--- src/rtl/videogen_pkg.sv ---
// Shared codes and constants for the multi-pattern video timing generator.
package videogen_pkg;

   typedef enum logic [2:0] {
      PAT_BLACK   = 3'd0,
      PAT_BARS    = 3'd1,
      PAT_CHECKER = 3'd2,
      PAT_RAMP    = 3'd3,
      PAT_NOISE   = 3'd4,
      PAT_LATENCY = 3'd5
   } pattern_e;

   typedef enum logic [1:0] {
      LT_OFF      = 2'd0,
      LT_TOPLEFT  = 2'd1,
      LT_CENTRE   = 2'd2,
      LT_BOTRIGHT = 2'd3
   } lt_pos_e;

   // Fibonacci taps at bits 15, 14, 12 and 3
   localparam logic [15:0] LFSR_TAPS   = 16'hD008;
   // Grey level of a lit noise pixel, expressed for an 8-bit channel
   localparam logic [7:0]  NOISE_LEVEL = 8'hCF;
   // Latency box is 1/BOX_DIV of the active area in each direction
   localparam int          BOX_DIV     = 4;

   // Rescale an 8-bit level to a w-bit channel (MSB aligned)
   function automatic logic [31:0] scale8(input logic [7:0] v, input int w);
      if (w >= 8) return 32'(v) << (w - 8);
      return 32'(v) >> (8 - w);
   endfunction

endpackage

--- src/rtl/videogen_multi_lfsr16_step.sv ---
// One step of the 16-bit Fibonacci noise LFSR; feedback enters at the LSB.
module lfsr16_step
   import videogen_pkg::*;
(
   input  logic [15:0] state_i,
   output logic [15:0] state_o
);

   assign state_o = {state_i[14:0], ^(state_i & LFSR_TAPS)};

endmodule

--- src/rtl/videogen_multi.sv ---
// Parametrised raster timing generator with six test patterns. All outputs
// except PCLK_out are registered one clock after the counter position they
// are decoded from; pattern controls are latched at pixel (0,0).
module videogen_multi
   import videogen_pkg::*;
#(
   parameter int          H_SYNCLEN    = 62,
   parameter int          H_BACKPORCH  = 60,
   parameter int          H_ACTIVE     = 720,
   parameter int          H_FRONTPORCH = 16,
   parameter int          V_SYNCLEN    = 6,
   parameter int          V_BACKPORCH  = 30,
   parameter int          V_ACTIVE     = 480,
   parameter int          V_FRONTPORCH = 9,
   parameter int          CNT_W        = 11,
   parameter int          COLOR_W      = 8,
   parameter logic        HS_POL       = 1'b0,
   parameter logic        VS_POL       = 1'b0,
   parameter logic [15:0] LFSR_SEED    = 16'h0001
) (
   input  logic               clk27,
   input  logic               reset_n,
   input  logic [2:0]         pattern_sel,
   input  logic [1:0]         lt_mode,
   input  logic               scroll_en,
   output logic [COLOR_W-1:0] R_out,
   output logic [COLOR_W-1:0] G_out,
   output logic [COLOR_W-1:0] B_out,
   output logic               HSYNC_out,
   output logic               VSYNC_out,
   output logic               PCLK_out,
   output logic               ENABLE_out,
   output logic               frame_start,
   output logic [15:0]        frame_cnt
);

   localparam int H_TOTAL = H_SYNCLEN + H_BACKPORCH + H_ACTIVE + H_FRONTPORCH;
   localparam int V_TOTAL = V_SYNCLEN + V_BACKPORCH + V_ACTIVE + V_FRONTPORCH;
   localparam int XW      = CNT_W + 3;

   localparam logic [CNT_W-1:0] H_LAST = CNT_W'(H_TOTAL - 1);
   localparam logic [CNT_W-1:0] V_LAST = CNT_W'(V_TOTAL - 1);
   localparam logic [CNT_W-1:0] H_SL   = CNT_W'(H_SYNCLEN);
   localparam logic [CNT_W-1:0] V_SL   = CNT_W'(V_SYNCLEN);
   localparam logic [CNT_W-1:0] X_S    = CNT_W'(H_SYNCLEN + H_BACKPORCH);
   localparam logic [CNT_W-1:0] Y_S    = CNT_W'(V_SYNCLEN + V_BACKPORCH);
   localparam logic [CNT_W-1:0] X_E    = CNT_W'(H_SYNCLEN + H_BACKPORCH + H_ACTIVE);
   localparam logic [CNT_W-1:0] Y_E    = CNT_W'(V_SYNCLEN + V_BACKPORCH + V_ACTIVE);
   localparam logic [CNT_W-1:0] X_LAST = CNT_W'(H_SYNCLEN + H_BACKPORCH + H_ACTIVE - 1);

   localparam logic [CNT_W-1:0] BOX_W  = CNT_W'(H_ACTIVE / BOX_DIV);
   localparam logic [CNT_W-1:0] BOX_H  = CNT_W'(V_ACTIVE / BOX_DIV);
   localparam logic [CNT_W-1:0] BX_C   = CNT_W'((H_ACTIVE - H_ACTIVE / BOX_DIV) / 2);
   localparam logic [CNT_W-1:0] BY_C   = CNT_W'((V_ACTIVE - V_ACTIVE / BOX_DIV) / 2);
   localparam logic [CNT_W-1:0] BX_R   = CNT_W'(H_ACTIVE - H_ACTIVE / BOX_DIV);
   localparam logic [CNT_W-1:0] BY_R   = CNT_W'(V_ACTIVE - V_ACTIVE / BOX_DIV);

   localparam logic [COLOR_W-1:0] FULL      = '1;
   localparam logic [COLOR_W-1:0] NOISE_LVL = COLOR_W'(scale8(NOISE_LEVEL, COLOR_W));

   logic [CNT_W-1:0]   h_q, h_d, v_q, v_d;
   logic [2:0]         pat_q;
   logic [1:0]         lt_q;
   logic               scroll_q;
   logic [15:0]        frame_cnt_q;
   logic [15:0]        lfsr_q, lfsr_d, seed_q, seed_d, seed_next_q, seed_next_d, lfsr_step;

   logic               frame_pos, act, in_box;
   logic [CNT_W-1:0]   x, y, bx0, by0;
   logic [XW-1:0]      x8;
   logic [2:0]         bar_idx, bar_col;
   logic               hs_d, vs_d;
   logic [COLOR_W-1:0] r_d, g_d, b_d;

   logic               hs_q, vs_q, en_q, fs_q;
   logic [COLOR_W-1:0] r_q, g_q, b_q;

   lfsr16_step u_step (
      .state_i (lfsr_q),
      .state_o (lfsr_step)
   );

   // Raster counter next state: h wraps each line, v advances on line wrap
   always_comb begin
      h_d = h_q + 1'b1;
      v_d = v_q;
      if (h_q == H_LAST) begin
         h_d = '0;
         v_d = (v_q == V_LAST) ? '0 : v_q + 1'b1;
      end
   end

   assign frame_pos = (h_q == '0) && (v_q == '0);
   assign act       = (h_q >= X_S) && (h_q < X_E) && (v_q >= Y_S) && (v_q < Y_E);
   assign x         = h_q - X_S;
   assign y         = v_q - Y_S;
   assign hs_d      = (h_q < H_SL) ? HS_POL : ~HS_POL;
   assign vs_d      = (v_q < V_SL) ? VS_POL : ~VS_POL;

   // Pattern decode for the current counter position
   always_comb begin
      // bar index = floor(x*8/H_ACTIVE) via thresholds k*H_ACTIVE on x*8
      x8      = {x, 3'b000};
      bar_idx = 3'd0;
      for (int k = 1; k < 8; k++)
         if (x8 >= XW'(k * H_ACTIVE)) bar_idx = 3'(k);
      bar_col = 3'd7 - bar_idx;

      case (lt_q)
         LT_CENTRE:   begin bx0 = BX_C; by0 = BY_C; end
         LT_BOTRIGHT: begin bx0 = BX_R; by0 = BY_R; end
         default:     begin bx0 = '0;   by0 = '0;   end
      endcase
      in_box = (lt_q != LT_OFF) && (x >= bx0) && (x < bx0 + BOX_W)
               && (y >= by0) && (y < by0 + BOX_H);

      r_d = '0;
      g_d = '0;
      b_d = '0;
      if (act) begin
         case (pat_q)
            PAT_BARS: begin
               r_d = {COLOR_W{bar_col[2]}};
               g_d = {COLOR_W{bar_col[1]}};
               b_d = {COLOR_W{bar_col[0]}};
            end
            PAT_CHECKER: if (h_q[0] ^ v_q[0]) begin r_d = FULL; g_d = FULL; b_d = FULL; end
            PAT_RAMP: begin
               r_d = COLOR_W'(x);
               g_d = COLOR_W'(x);
               b_d = COLOR_W'(x);
            end
            PAT_NOISE: if (&lfsr_q[15:13]) begin r_d = NOISE_LVL; g_d = NOISE_LVL; b_d = NOISE_LVL; end
            PAT_LATENCY: if (in_box) begin r_d = FULL; g_d = FULL; b_d = FULL; end
            default: ;
         endcase
      end
   end

   // Noise generator: reload at frame start, step on active pixels, remember
   // the state that begins active line 1 so the next frame can start there
   always_comb begin
      seed_d      = seed_q;
      lfsr_d      = lfsr_q;
      seed_next_d = seed_next_q;
      if (frame_pos) begin
         seed_d = scroll_q ? seed_next_q : seed_q;
         lfsr_d = seed_d;
      end else if (act) begin
         lfsr_d = lfsr_step;
         if ((h_q == X_LAST) && (v_q == Y_S)) seed_next_d = lfsr_step;
      end
   end

   // Raster position counters
   always_ff @(posedge clk27 or negedge reset_n) begin
      if (!reset_n) begin
         h_q <= '0;
         v_q <= '0;
      end else begin
         h_q <= h_d;
         v_q <= v_d;
      end
   end

   // Frame-boundary latch of pattern controls and frame counter
   always_ff @(posedge clk27 or negedge reset_n) begin
      if (!reset_n) begin
         pat_q       <= PAT_BLACK;
         lt_q        <= LT_OFF;
         scroll_q    <= 1'b0;
         frame_cnt_q <= '0;
      end else if (frame_pos) begin
         pat_q       <= pattern_sel;
         lt_q        <= lt_mode;
         scroll_q    <= scroll_en;
         frame_cnt_q <= frame_cnt_q + 16'd1;
      end
   end

   // Noise LFSR state and seed registers
   always_ff @(posedge clk27 or negedge reset_n) begin
      if (!reset_n) begin
         lfsr_q      <= LFSR_SEED;
         seed_q      <= LFSR_SEED;
         seed_next_q <= LFSR_SEED;
      end else begin
         lfsr_q      <= lfsr_d;
         seed_q      <= seed_d;
         seed_next_q <= seed_next_d;
      end
   end

   // Output register stage, one clock behind the counters
   always_ff @(posedge clk27 or negedge reset_n) begin
      if (!reset_n) begin
         hs_q <= HS_POL;
         vs_q <= VS_POL;
         en_q <= 1'b0;
         fs_q <= 1'b0;
         r_q  <= '0;
         g_q  <= '0;
         b_q  <= '0;
      end else begin
         hs_q <= hs_d;
         vs_q <= vs_d;
         en_q <= act;
         fs_q <= frame_pos;
         r_q  <= r_d;
         g_q  <= g_d;
         b_q  <= b_d;
      end
   end

   assign R_out       = r_q;
   assign G_out       = g_q;
   assign B_out       = b_q;
   assign HSYNC_out   = hs_q;
   assign VSYNC_out   = vs_q;
   assign ENABLE_out  = en_q;
   assign frame_start = fs_q;
   assign frame_cnt   = frame_cnt_q;
   assign PCLK_out    = clk27;

endmodule
--- config.mk ---
export PLATFORM = sky130hd
export DESIGN_NAME = videogen_multi
export DESIGN_NICKNAME = d
export VERILOG_FILES = /design/src/rtl/videogen_pkg.sv /design/src/rtl/videogen_multi_lfsr16_step.sv /design/src/rtl/videogen_multi.sv
export SDC_FILE = /design/constraint.sdc
export NUM_CORES = 1
export LEC_CHECK = 0
export BUFFER_PORTS_ARGS = -buffer_cell sky130_fd_sc_hd__buf_2
export CORE_UTILIZATION = 61
export CTS_CLUSTER_DIAMETER = 50
export DETAILED_ROUTE_END_ITERATION = 16
export PLACE_DENSITY = 0.85
export SLEW_MARGIN = 15
export SYNTH_ARGS = -nofsm -noshare
export SYNTH_HDL_FRONTEND = slang
export SYNTH_SLANG_ARGS = --single-unit
--- constraint.sdc ---
create_clock -name clk27 -period 4.21 [get_ports clk27]
set_clock_uncertainty 0.15 [all_clocks]
set_input_delay 0.6315 -clock clk27 [delete_from_list [all_inputs] [get_ports clk27]]
set_output_delay 0.6315 -clock clk27 [all_outputs]
set_load 0.01 [all_outputs]
==> key figures <==
Power
  – Pwr Density: roughly 360 nW/um2
  – Max VDD drop: ~350 uV
  – Static leakage: ~3.9 nW

Logic synthesis
  – Number of synthesized flops with an enable pin: 0
  – Async S/R FF share, synth: 100%
  – Synthesized instance count: 686
  – Post-synthesis sequential area ratio: between 40% and 50%
  – Yosys warns: 0
  – Top_reg_cell synth: dfrtp_1
  – Synthesized Nets: 739
  – Yosys reg bits: 120
  – Mapped Area: a little over 7000 um2
  – Syn Area/Cell: 10.3 um2
  – Unique masters post-synth: between 80 and 90

Outcome
  – Outcome: completed

Timing
  – Fin crit share: about 94%
  – Final Hold Vio Count: 0
  – Worst slew pin tran: between 1 and 1.5 ns
  – Setup_tns: 0 ns
  – Relative slew slack: 33.2%
  – Final Max Tran Viols: 0
  – RSZ-0062 raised after global routing: false
  – Fin Hold WS: roughly 0.022 ns
  – Tmin final: ~4.0 ns
  – Max Clock Freq: 0.252 GHz
  – Final setup fails: 0

CTS
  – CTS tree: done
  – CTS Hold Buffers Added: 0
  – Cts repair resizes: 0
  – Later-pin clock latency in the skew report: 0.54 ns
  – Clock slew at reported path FFs: roughly 0.06 ns
  – Setup bufs post-CTS: 0

GRT
  – First-pass GRT wire length: approximately 28 mm
  – Grt met2 use: 50.0%
  – Routing usage on met3: about 7.8%
  – Initial antenna violation count: 0
  – GRT busiest layer: met2
  – Number of global-route vias before repair: 5604
  – Largest net degree at the start of global routing: 63
  – Total track usage: 31.7%
  – Grt ovf: 0
  – Grt met1 use: 41.0%

Placement
  – HPWL after DPL: roughly 12 mm
  – Placed cell count: approximately 850
  – GPL Wtd Cong: 0.934
  – I/O Buffers: between 50 and 60
  – Placed Instance Area: roughly 7400 um2

Routing
  – Final wirelength: between 15 and 20 mm
  – Drt wl/cell: just under 20 um
  – DR pass1 iterations: 5
  – DRT iter0 DRCs: ~440
  – Residual DRC count: 0
  – Via count: between 5000 and 6000
  – Detailed-route vias per instance: between 6 and 7
  – ANT nets after route: 0

Worst hold path
  – Worst hold path class: in -> async

Worst setup path
  – Crit end category: flip-flop
  – Type of the worst setup path: reg -> reg
  – CP startpoint kind: flip-flop
  – Worst EP arrival: 4.25 ns
  – Critical path data required time: about 4.5 ns
  – Peak fanout along the critical path: 11

Floorplanning
  – Die area: approximately 12000 um2
  – Row Count: 38
  – Die width: roughly 110 um
  – Core area: approximately 11000 um2
  – Height of the die: 109 um
  – Initial Util: 63.8%
  – # IOs: 53

Layout
  – Area Growth Syn to Fin: 14.2%
  – Layout cells sized above 1: 19.4%
  – Diode count: 0
  – Cell Count, Final, Fillers Out: roughly 890
  – Nets: 787
  – Final Cell Area: ~8000 um2

Flow run
  – Max_cap viols: 0
==> cell usage after synthesis (all sizes together), types with 15 or more instances <==
master    n  area (um2)
nand3    17         103
mux2     25         282
nor2     52         208
ha       45         563
dfrtp   117        2930
xor2     17         149
o21ai    27         135
a221o    15         150
buf      27         170
mux2i    18         180
xnor2    33         297
nand2    56         213
a21oi    36         184
inv      31         116
==> state kept, by name (all words and copies together) (netlist names) <==
register	cells
frame_cnt	16
ENABLE_out	1
lfsr_q	16
lt_q	2
frame_start	1
seed_next_q	16
G_out	8
HSYNC_out	1
h_q	11
R_out	8
B_out	8
scroll_q	1
VSYNC_out	1
v_q	11
seed_q	16
pat_q	3
==> kinds of logic after synthesis <==
logic type               count (synthesis)  share of synthesized area [%]
flip-flops                             120                           42.7
AO/OA/AOI/OAI                          150                           15.4
AND/OR/NAND/NOR                        208                           16.3
XOR/XNOR                                50                           6.33
multiplexers                            43                           6.56
buffers and inverters                   70                           4.73
adder cells (fa/ha/maj)                 45                           8.00
==> layout make-up <==
class / count / area [um2]
clock buffer: 23 / 523
clock inverter: 13 / 166
fill: 754 / 2990
inverter: 32 / 121
multi-input combinational: 496 / 3700
sequential: 120 / 3010
tap: 140 / 175
timing repair buffer: 63 / 348
==> report_power, final <==
part	internal (W)	switching [W]	total [W]
sequential	0.00116	0.00000885	0.00117
clock	0.00108	0.000578	0.00166
combinational	0.0000319	0.0000628	0.0000947
==> final timing paths <==
path,from,end,slack (ns),cells past startpoint
setup / recovery,h_q[1],B_out[6],0.24,13
hold / removal,reset_n,HSYNC_out,0.02,1
setup reg to reg,h_q[1],B_out[6],0.24,13
hold reg to reg,seed_q[10],seed_q[10],0.33,1
max in group asynchronous,reset_n,frame_cnt[14],3.00,2
min in group clk27,scroll_en,scroll_q,0.14,3
==> through the flow <==
step | power [W] | setup slack (ns) | utilization [%]
floorplan | 0.00125 | 0.681 | -
global placement | 0.00128 | 0.595 | 66.7
detailed placement | 0.00129 | 0.347 | 66.7
CTS | 0.00293 | 0.300 | 72.9
global route | 0.00301 | 0.0374 | 72.9
finish | 0.00292 | 0.242 | 72.9
==> layout by cell type (no fill, tap or decap), types with 7 or more instances in the layout <==
cell type    n
o211ai_1     8
nor3_1      10
clkbuf_16   20
a221o_1     15
xnor2_1     32
inv_1       30
nand4_1      8
buf_2       51
a21o_1      10
nor2_1      49
and3_1       7
a21oi_1     35
mux2i_1     18
mux2_2      15
nand2b_1    12
ha_1        45
nand3_1     15
mux2_1      10
o21ai_0     23
xor2_1      17
buf_4       13
nand2_1     55
dfrtp_1    117
==> worst max-delay path, cell delays in order, from the launching register on <==
cell	delay, ns
dfrtp_1	0.37
inv_1	0.19
ha_1	0.44
nand3b_4	0.28
o21ai_0	0.13
xnor2_1	0.22
inv_1	0.07
ha_1	0.27
nor4bb_1	0.29
o211ai_1	0.17
a2111o_1	0.37
o41ai_4	0.59
nand3_4	0.18
o211ai_1	0.15
==> per-layer routing <==
metal,part of all wire [%],wire (um),vias to the layer above
li1,-,-,2555
met1,42,7170,2740
met2,49,8350,241
met3,6.7,1150,48
met4,2.9,498,0
met5,0,0,-
Power figures use the tool's default switching activity.
